<file path="config.mk">
export PLATFORM = sky130hd
export DESIGN_NAME = exec_core
export DESIGN_NICKNAME = d
export VERILOG_FILES = /design/src/rtl/exec_core_pkg.sv /design/src/rtl/exec_core_regfile.sv /design/src/rtl/exec_core.sv
export SDC_FILE = /design/constraint.sdc
export NUM_CORES = 1
export LEC_CHECK = 0
export CORE_ASPECT_RATIO = 0.7
export CORE_MARGIN = 2
export CORE_UTILIZATION = 45
export DETAILED_ROUTE_END_ITERATION = 16
export PLACE_DENSITY_LB_ADDON = 0.2
export SYNTH_ARGS = -nofsm -noshare
export SYNTH_HDL_FRONTEND = slang
export SYNTH_SLANG_ARGS = --single-unit
</file>
<file path="constraint.sdc">
create_clock -name clk -period 8 [get_ports clk]
set_input_delay 1.6 -clock clk [delete_from_list [all_inputs] [get_ports clk]]
set_output_delay 1.6 -clock clk [all_outputs]
set_load 0.005 [all_outputs]
</file>
<file path="src/rtl/exec_core_pkg.sv">
// Shared types for exec_core: opcode and FSM state encodings, operand length
// helper and the default reset PC.
package exec_core_pkg;

   localparam logic [15:0] EXEC_CORE_RESET_PC = 16'h8000;

   typedef enum logic [2:0] {
      OP_NOP    = 3'b000,
      OP_LDI    = 3'b001,
      OP_MOV    = 3'b010,
      OP_ADD    = 3'b011,
      OP_SUB    = 3'b100,
      OP_CMPSWP = 3'b101,
      OP_ILL    = 3'b110,
      OP_HALT   = 3'b111
   } op_e;

   typedef enum logic [1:0] {
      ST_FETCH   = 2'd0,
      ST_OPERAND = 2'd1,
      ST_EXECUTE = 2'd2,
      ST_HALT    = 2'd3
   } state_e;

   // Bytes that follow the opcode byte. Illegal ops carry none; op 101 always
   // carries its rs byte so the length never depends on the build option.
   function automatic logic [2:0] operand_len(op_e op, int data_w);
      logic [2:0] len;
      case (op)
         OP_LDI:                            len = 3'(data_w / 8);
         OP_MOV, OP_ADD, OP_SUB, OP_CMPSWP: len = 3'd1;
         default:                           len = 3'd0;
      endcase
      return len;
   endfunction

endpackage

</file>
<file path="src/rtl/exec_core_regfile.sv">
// NREGS x DATA_W register file, synchronous reset to zero.
// Port 0 always present; port 1 only with EXEC_CORE_CMPSWP_EN (swap writes).
// Reads for rd, rs and debug are combinational; out-of-range selects read 0.
module exec_core_regfile
   import exec_core_pkg::*;
#(
   parameter int DATA_W = 8,
   parameter int NREGS  = 8
) (
   input  logic              clk,
   input  logic              reset,
   input  logic              we0,
   input  logic [2:0]        waddr0,
   input  logic [DATA_W-1:0] wdata0,
`ifdef EXEC_CORE_CMPSWP_EN
   input  logic              we1,
   input  logic [2:0]        waddr1,
   input  logic [DATA_W-1:0] wdata1,
`endif
   input  logic [2:0]        raddr_a,
   output logic [DATA_W-1:0] rdata_a,
   input  logic [2:0]        raddr_b,
   output logic [DATA_W-1:0] rdata_b,
   input  logic [2:0]        dbg_sel,
   output logic [DATA_W-1:0] dbg_data
);

   logic [DATA_W-1:0] regs_q [NREGS];
   logic [DATA_W-1:0] regs_d [NREGS];

   // next register contents from the write ports
   always_comb begin
      regs_d = regs_q;
      for (int i = 0; i < NREGS; i++) begin
         if (we0 && (waddr0 == 3'(i))) regs_d[i] = wdata0;
`ifdef EXEC_CORE_CMPSWP_EN
         if (we1 && (waddr1 == 3'(i))) regs_d[i] = wdata1;
`endif
      end
   end

   // register storage
   always_ff @(posedge clk) begin
      if (reset) begin
         for (int i = 0; i < NREGS; i++) regs_q[i] <= '0;
      end else begin
         regs_q <= regs_d;
      end
   end

   // combinational read ports
   always_comb begin
      rdata_a  = '0;
      rdata_b  = '0;
      dbg_data = '0;
      for (int i = 0; i < NREGS; i++) begin
         if (raddr_a == 3'(i)) rdata_a  = regs_q[i];
         if (raddr_b == 3'(i)) rdata_b  = regs_q[i];
         if (dbg_sel == 3'(i)) dbg_data = regs_q[i];
      end
   end

endmodule

</file>
<file path="src/rtl/exec_core.sv">
// Multi-cycle fetch/operand/execute core reading a byte-wide program memory.
// Build option EXEC_CORE_CMPSWP_EN enables op 101 (compare-and-swap);
// without it op 101 traps as illegal.
//
// state      | meaning
// -----------+---------------------------------------------------------
// ST_FETCH   | request opcode byte at pc
// ST_OPERAND | request remaining bytes at pc+off, cnt counts down to 1
// ST_EXECUTE | check legality, write regs, advance pc, count retire
// ST_HALT    | stopped until reset (error_q set if trapped)
module exec_core
   import exec_core_pkg::*;
#(
   parameter int                DATA_W   = 8,
   parameter int                NREGS    = 8,
   parameter int                ADDR_W   = 16,
   parameter logic [ADDR_W-1:0] RESET_PC = ADDR_W'(EXEC_CORE_RESET_PC)
) (
   input  logic              clk,
   input  logic              reset,
   output logic              mem_req,
   output logic [ADDR_W-1:0] mem_addr,
   input  logic              mem_ack,
   input  logic [7:0]        mem_rdata,
   input  logic [2:0]        dbg_sel,
   output logic [DATA_W-1:0] dbg_data,
   output logic [ADDR_W-1:0] pc,
   output logic              halted,
   output logic              error,
   output logic [31:0]       retired
);

   localparam logic [3:0] NREGS_L = 4'(NREGS);

   state_e            state_q, state_d;
   op_e               op_q, op_d;
   logic [2:0]        rd_q, rd_d;
   logic [2:0]        rs_q, rs_d;
   logic [DATA_W-1:0] imm_q, imm_d;
   logic [2:0]        cnt_q, cnt_d;
   logic [2:0]        off_q, off_d;
   logic [ADDR_W-1:0] pc_q, pc_d;
   logic [31:0]       retired_q, retired_d;
   logic              halted_q, halted_d;
   logic              error_q, error_d;
   logic              mem_req_q, mem_req_d;

   logic              consume;
   logic [2:0]        fetch_len;
   logic              rd_ok, rs_ok, legal;
   logic [DATA_W-1:0] rd_val, rs_val;
   logic              we0;
   logic [DATA_W-1:0] wdata0;
`ifdef EXEC_CORE_CMPSWP_EN
   logic              we1;
   logic [DATA_W-1:0] wdata1;
`endif

   assign consume  = mem_req_q && mem_ack;
   assign mem_req  = mem_req_q;
   assign mem_addr = pc_q + ADDR_W'(off_q);
   assign pc       = pc_q;
   assign halted   = halted_q;
   assign error    = error_q;
   assign retired  = retired_q;

   exec_core_regfile #(
      .DATA_W (DATA_W),
      .NREGS  (NREGS)
   ) u_regfile (
      .clk      (clk),
      .reset    (reset),
      .we0      (we0),
      .waddr0   (rd_q),
      .wdata0   (wdata0),
`ifdef EXEC_CORE_CMPSWP_EN
      .we1      (we1),
      .waddr1   (rs_q),
      .wdata1   (wdata1),
`endif
      .raddr_a  (rd_q),
      .rdata_a  (rd_val),
      .raddr_b  (rs_q),
      .rdata_b  (rs_val),
      .dbg_sel  (dbg_sel),
      .dbg_data (dbg_data)
   );

   // legality of the decoded instruction, including register range
   always_comb begin
      rd_ok = {1'b0, rd_q} < NREGS_L;
      rs_ok = {1'b0, rs_q} < NREGS_L;
      legal = 1'b0;
      case (op_q)
         OP_NOP:                 legal = 1'b1;
         OP_LDI:                 legal = rd_ok;
         OP_MOV, OP_ADD, OP_SUB: legal = rd_ok && rs_ok;
`ifdef EXEC_CORE_CMPSWP_EN
         OP_CMPSWP:              legal = rd_ok && rs_ok;
`endif
         default:                legal = 1'b0;
      endcase
   end

   // next-state, datapath and register-write control
   always_comb begin
      state_d   = state_q;
      op_d      = op_q;
      rd_d      = rd_q;
      rs_d      = rs_q;
      imm_d     = imm_q;
      cnt_d     = cnt_q;
      off_d     = off_q;
      pc_d      = pc_q;
      retired_d = retired_q;
      halted_d  = halted_q;
      error_d   = error_q;
      we0       = 1'b0;
      wdata0    = '0;
`ifdef EXEC_CORE_CMPSWP_EN
      we1       = 1'b0;
      wdata1    = '0;
`endif
      fetch_len = operand_len(op_e'(mem_rdata[7:5]), DATA_W);

      case (state_q)
         ST_FETCH: begin
            if (consume) begin
               op_d    = op_e'(mem_rdata[7:5]);
               rd_d    = mem_rdata[4:2];
               off_d   = 3'd1;
               cnt_d   = fetch_len;
               state_d = (fetch_len == 3'd0) ? ST_EXECUTE : ST_OPERAND;
            end
         end
         ST_OPERAND: begin
            if (consume) begin
               // little-endian: each new byte enters at the top and shifts down
               imm_d = (DATA_W'(mem_rdata) << (DATA_W - 8)) | (imm_q >> 8);
               if (off_q == 3'd1) rs_d = mem_rdata[2:0];
               off_d = off_q + 3'd1;
               cnt_d = cnt_q - 3'd1;
               if (cnt_q == 3'd1) state_d = ST_EXECUTE;
            end
         end
         ST_EXECUTE: begin
            off_d = 3'd0;
            if (op_q == OP_HALT) begin
               state_d  = ST_HALT;
               halted_d = 1'b1;
            end else if (!legal) begin
               state_d  = ST_HALT;
               halted_d = 1'b1;
               error_d  = 1'b1;
            end else begin
               state_d = ST_FETCH;
               // off_q already equals the full instruction length here
               pc_d    = pc_q + ADDR_W'(off_q);
               if (retired_q != 32'hFFFF_FFFF) retired_d = retired_q + 32'd1;
               case (op_q)
                  OP_LDI: begin
                     we0    = 1'b1;
                     wdata0 = imm_q;
                  end
                  OP_MOV: begin
                     we0    = 1'b1;
                     wdata0 = rs_val;
                  end
                  OP_ADD: begin
                     we0    = 1'b1;
                     wdata0 = rd_val + rs_val;
                  end
                  OP_SUB: begin
                     we0    = 1'b1;
                     wdata0 = rd_val - rs_val;
                  end
`ifdef EXEC_CORE_CMPSWP_EN
                  OP_CMPSWP: begin
                     // rd==rs never compares greater, so it retires unchanged
                     if (rd_val > rs_val) begin
                        we0    = 1'b1;
                        wdata0 = rs_val;
                        we1    = 1'b1;
                        wdata1 = rd_val;
                     end
                  end
`endif
                  default: ;
               endcase
            end
         end
         default: ;
      endcase

      mem_req_d = (state_d == ST_FETCH) || (state_d == ST_OPERAND);
   end

   // state registers
   always_ff @(posedge clk) begin
      if (reset) begin
         state_q   <= ST_FETCH;
         op_q      <= OP_NOP;
         rd_q      <= '0;
         rs_q      <= '0;
         imm_q     <= '0;
         cnt_q     <= '0;
         off_q     <= '0;
         pc_q      <= RESET_PC;
         retired_q <= '0;
         halted_q  <= 1'b0;
         error_q   <= 1'b0;
         mem_req_q <= 1'b0;
      end else begin
         state_q   <= state_d;
         op_q      <= op_d;
         rd_q      <= rd_d;
         rs_q      <= rs_d;
         imm_q     <= imm_d;
         cnt_q     <= cnt_d;
         off_q     <= off_d;
         pc_q      <= pc_d;
         retired_q <= retired_d;
         halted_q  <= halted_d;
         error_q   <= error_d;
         mem_req_q <= mem_req_d;
      end
   end

endmodule

</file>
==> flow_summary.yaml <==
timing:
  setup_slack_of_the_critical_path_after_layout_ps: 2160
  grt_setup_unrepaired: "no"
  clock_skew_ps: 11.0
  whs_ps: 457
  max_clock_freq_ghz: 0.171
  slew_viol_final: 0
  period_needed_ps: 5840
  finalHoldViolations: 0
  report.final.setup_viol: 0
  final.setup.tns_ps: 0
  finalCritPeriodShare_pct: 73.1
  worst_slew_pin_slew_ps: 1160
  relative_slew_slack_pct: 22.7
routing:
  total_length_of_routed_met2_wires_mm: 9.13
  finalWirelength_mm: 23.3
  vias: 7355
  drt_iter0_drc: 750
  remaining_drc_errors: 0
  antenna_violating_nets_post_route: 0
  highest_metal_layer_with_signal_wires: "met4"
  drt-wirelength-per-cell_um: 18.1
  wl_met3_mm: 2.20
  routed_via_count_divided_by_cell_count: 5.72
  wl_met1_mm: 11.6
  drt_pass1_iterations: 6
floorplan:
  die_w_um: 165
  core_outline_area_um2: 17900
  initial_utilization_pct: 45.6
  floorplan.rows: 41
  pin_count: 89
  total_die_area_um2: 19200
  die-height_um: 117
clocking:
  cts_hold_buffers: 0
  cts_post_setup_buffers_inserted: 0
  ctsLongestPathBuffers: 2
  cts.sinks: 140
  cts.htree.levels: 4
  post_cts.resized_instances: 0
  worstSkewPairLatency_ps: 430
  cts.reportedPaths.clkPinSlew_ps: 60
  ctsRootBufferMaster: "sky130_fd_sc_hd__clkbuf_16"
  cts-buffers-inserted: 17
  tritoncts: "done"
power:
  power_mw: 1.65
  power_per_cell_area_nw_per_um2: 168
  vdd_drop_max_v: 0.0000942
  static_leakage_power_nw: 3.37
logic_synthesis:
  synthDistinctLibCells: 70
  ys.warnings.count: 0
  synthesized_netlist_cell_count: 971
  async_flop_share_pct: 0
  yosys_most_used_dff: "sky130_fd_sc_hd__dfxtp_1"
  synth_area_um2: 8140
  synth_edf_count: 0
  synth_seq_cells: 140
  syn-num-nets: 1007
  syn-mean-instance-area_um2: 8.38
  synth-seq-area-share_pct: 34.4
final_layout:
  nFillCells: 1691
  layout_commonest_cell: "sky130_fd_sc_hd__nor2_1"
  area.sequential_um2: 2800
  num_antenna_cells: 0
  postLayoutCellArea_um2: 9770
  most-common-layout-cells: "sky130_fd_sc_hd__nor2_1, sky130_fd_sc_hd__dfxtp_1, sky130_fd_sc_hd__nand2_1"
  multi_input_comb_area_um2: 5010
  nets: 1072
  layout-area-overhead-vs-synth_pct: 20.0
  post_route_cells_drive_above_1_share_pct: 9.06
place:
  port-buffer-count: 88
  place_hpwl_mm: 16.2
  placedInstanceArea_um2: 9200
  gp_routability_congestion: 0.893
  worst_slack_at_placement_ps: 2150
critical_path:
  cp_num_buf_inv: 2
  setup_crit_end_kind: "primary output"
  critPathMaxFanout: 23
  timing.critical_path.arrival_ps: 4240
  cp-start-kind: "input pin"
  crit_slowest_cell: "sky130_fd_sc_hd__clkdlybuf4s50_1"
  crit_top_cell: "sky130_fd_sc_hd__clkdlybuf4s50_1"
  worst_path_dominant_cell_family: "buffers and inverters"
  timing_worst_setup_path_type: "in -> out"
  origin_of_the_critical_flop_to_flop_path: "rd_q[0]"
  worstPathCellList: "clkdlybuf4s50_1, mux4_2, mux2_2, clkdlybuf4s50_1"
  critPathMaxStageDelay_ps: 1230
  timing.critical_path.from: "dbg_sel[0]"
  critical_path_required_ps: 6400
min_path:
  worstHoldStart: "imm_q[3]"
  holdCritPathClass: "reg -> reg"
run_status:
  run_status: "finished clean"
grt:
  grt_util_all_layers_pct: 25.1
  grt_pass1_wl_mm: 37.1
  initial_antenna_violation_count: 0
  grt_pass1_vias: 6645
  grt_max_degree: 94
  overflow: 0
flow_run:
  drv.max_cap_violation_count: 0
## worst reg2reg max path: cells and delay by family (launching register included)
kind / cells / cell delay, ps
flip-flops: 1 / 300
XOR/XNOR: 1 / 160
AND/OR/NAND/NOR: 4 / 530
buffers and inverters: 2 / 530
AO/OA/AOI/OAI: 8 / 2530
multiplexers: 1 / 260
adder cells (fa/ha/maj): 1 / 290
## logic make-up after synthesis
logic type	Yosys count	synth area share, %
muxes	73	12.3
and+or+nand+nor	371	20.3
adders and majority gates	22	3.57
buffers and inverters	84	4.38
DFF	140	34.4
xor gates and xnor gates	64	6.89
AOI/OAI and AO/OA	217	18.2
## power by group
part           internal [mW]  switching, mW
clock                  0.443          0.338
sequential             0.703        0.00985
combinational         0.0572         0.0943
## cells in the mapped netlist, types with 4 or more instances
master	count	area (um2)
sky130_fd_sc_hd__a21oi_1	52	260
sky130_fd_sc_hd__xnor2_1	24	210
sky130_fd_sc_hd__clkbuf_1	39	146
sky130_fd_sc_hd__buf_1	5	18.8
sky130_fd_sc_hd__nand3_1	20	100
sky130_fd_sc_hd__mux4_1	5	131
sky130_fd_sc_hd__a31oi_1	6	37.5
sky130_fd_sc_hd__dfxtp_1	140	2800
sky130_fd_sc_hd__inv_1	29	109
sky130_fd_sc_hd__a211oi_1	50	375
sky130_fd_sc_hd__mux2_2	18	203
sky130_fd_sc_hd__buf_2	6	30.0
sky130_fd_sc_hd__nor3_1	16	80.1
sky130_fd_sc_hd__or3_1	8	50.1
sky130_fd_sc_hd__and2_1	5	31.3
sky130_fd_sc_hd__nand4_1	12	75.1
sky130_fd_sc_hd__nand2_1	90	338
sky130_fd_sc_hd__nor2b_1	20	125
sky130_fd_sc_hd__a22oi_1	8	60.1
sky130_fd_sc_hd__nor2_1	173	649
sky130_fd_sc_hd__a221oi_1	4	35.0
sky130_fd_sc_hd__mux4_2	11	248
sky130_fd_sc_hd__nand2b_1	4	25.0
sky130_fd_sc_hd__o21ai_0	39	195
sky130_fd_sc_hd__mux2i_1	37	370
sky130_fd_sc_hd__a22o_1	10	87.6
sky130_fd_sc_hd__xor2_1	40	350
sky130_fd_sc_hd__a21o_1	4	30.0
sky130_fd_sc_hd__and3_1	8	50.1
sky130_fd_sc_hd__a311oi_1	8	70.1
sky130_fd_sc_hd__ha_1	20	250
## layer usage
layer / GRT usage [%] / vias to the layer above
li1: - / 3602
met1: 38.8 / 3436
met2: 32.9 / 283
met3: 8.17 / 34
met4: 6.49 / 0
met5: 0 / -
## registers in the layout, summed over array words and instances (netlist names)
signal	flops
cnt_q	3
error	1
halted	1
imm_q	8
mem_req	1
off_q	3
op_q	3
pc	16
rd_q	3
retired	32
rs_q	3
state_q	2
u_regfile.regs_q	64
## per-stage QoR
stage / utilization, % / instances
floorplan: - / 971
global placement: 51.5 / 1253
detailed placement: 51.5 / 1253
CTS: 54.7 / 1285
global route: 54.7 / 1285
finish: 54.7 / 1285
## final timing paths
kind / endpoint / slack [ps] / cells past startpoint
hold / removal: imm_q[3] / 460 / 2
setup / recovery: dbg_data[7] / 2160 / 4
setup reg to reg: u_regfile.regs_q[3] / 3220 / 17
hold reg to reg: imm_q[3] / 460 / 2
## cell type report
cell class / count / share of cell area, %
Tap cell: 236 / 3.02
Inverter: 29 / 1.11
Clock buffer: 19 / 4.53
Timing Repair Buffer: 101 / 9.99
Sequential cell: 140 / 28.7
Multi-Input combinational cell: 747 / 51.3
Clock inverter: 13 / 1.36
(Power assumes the default switching activity.)
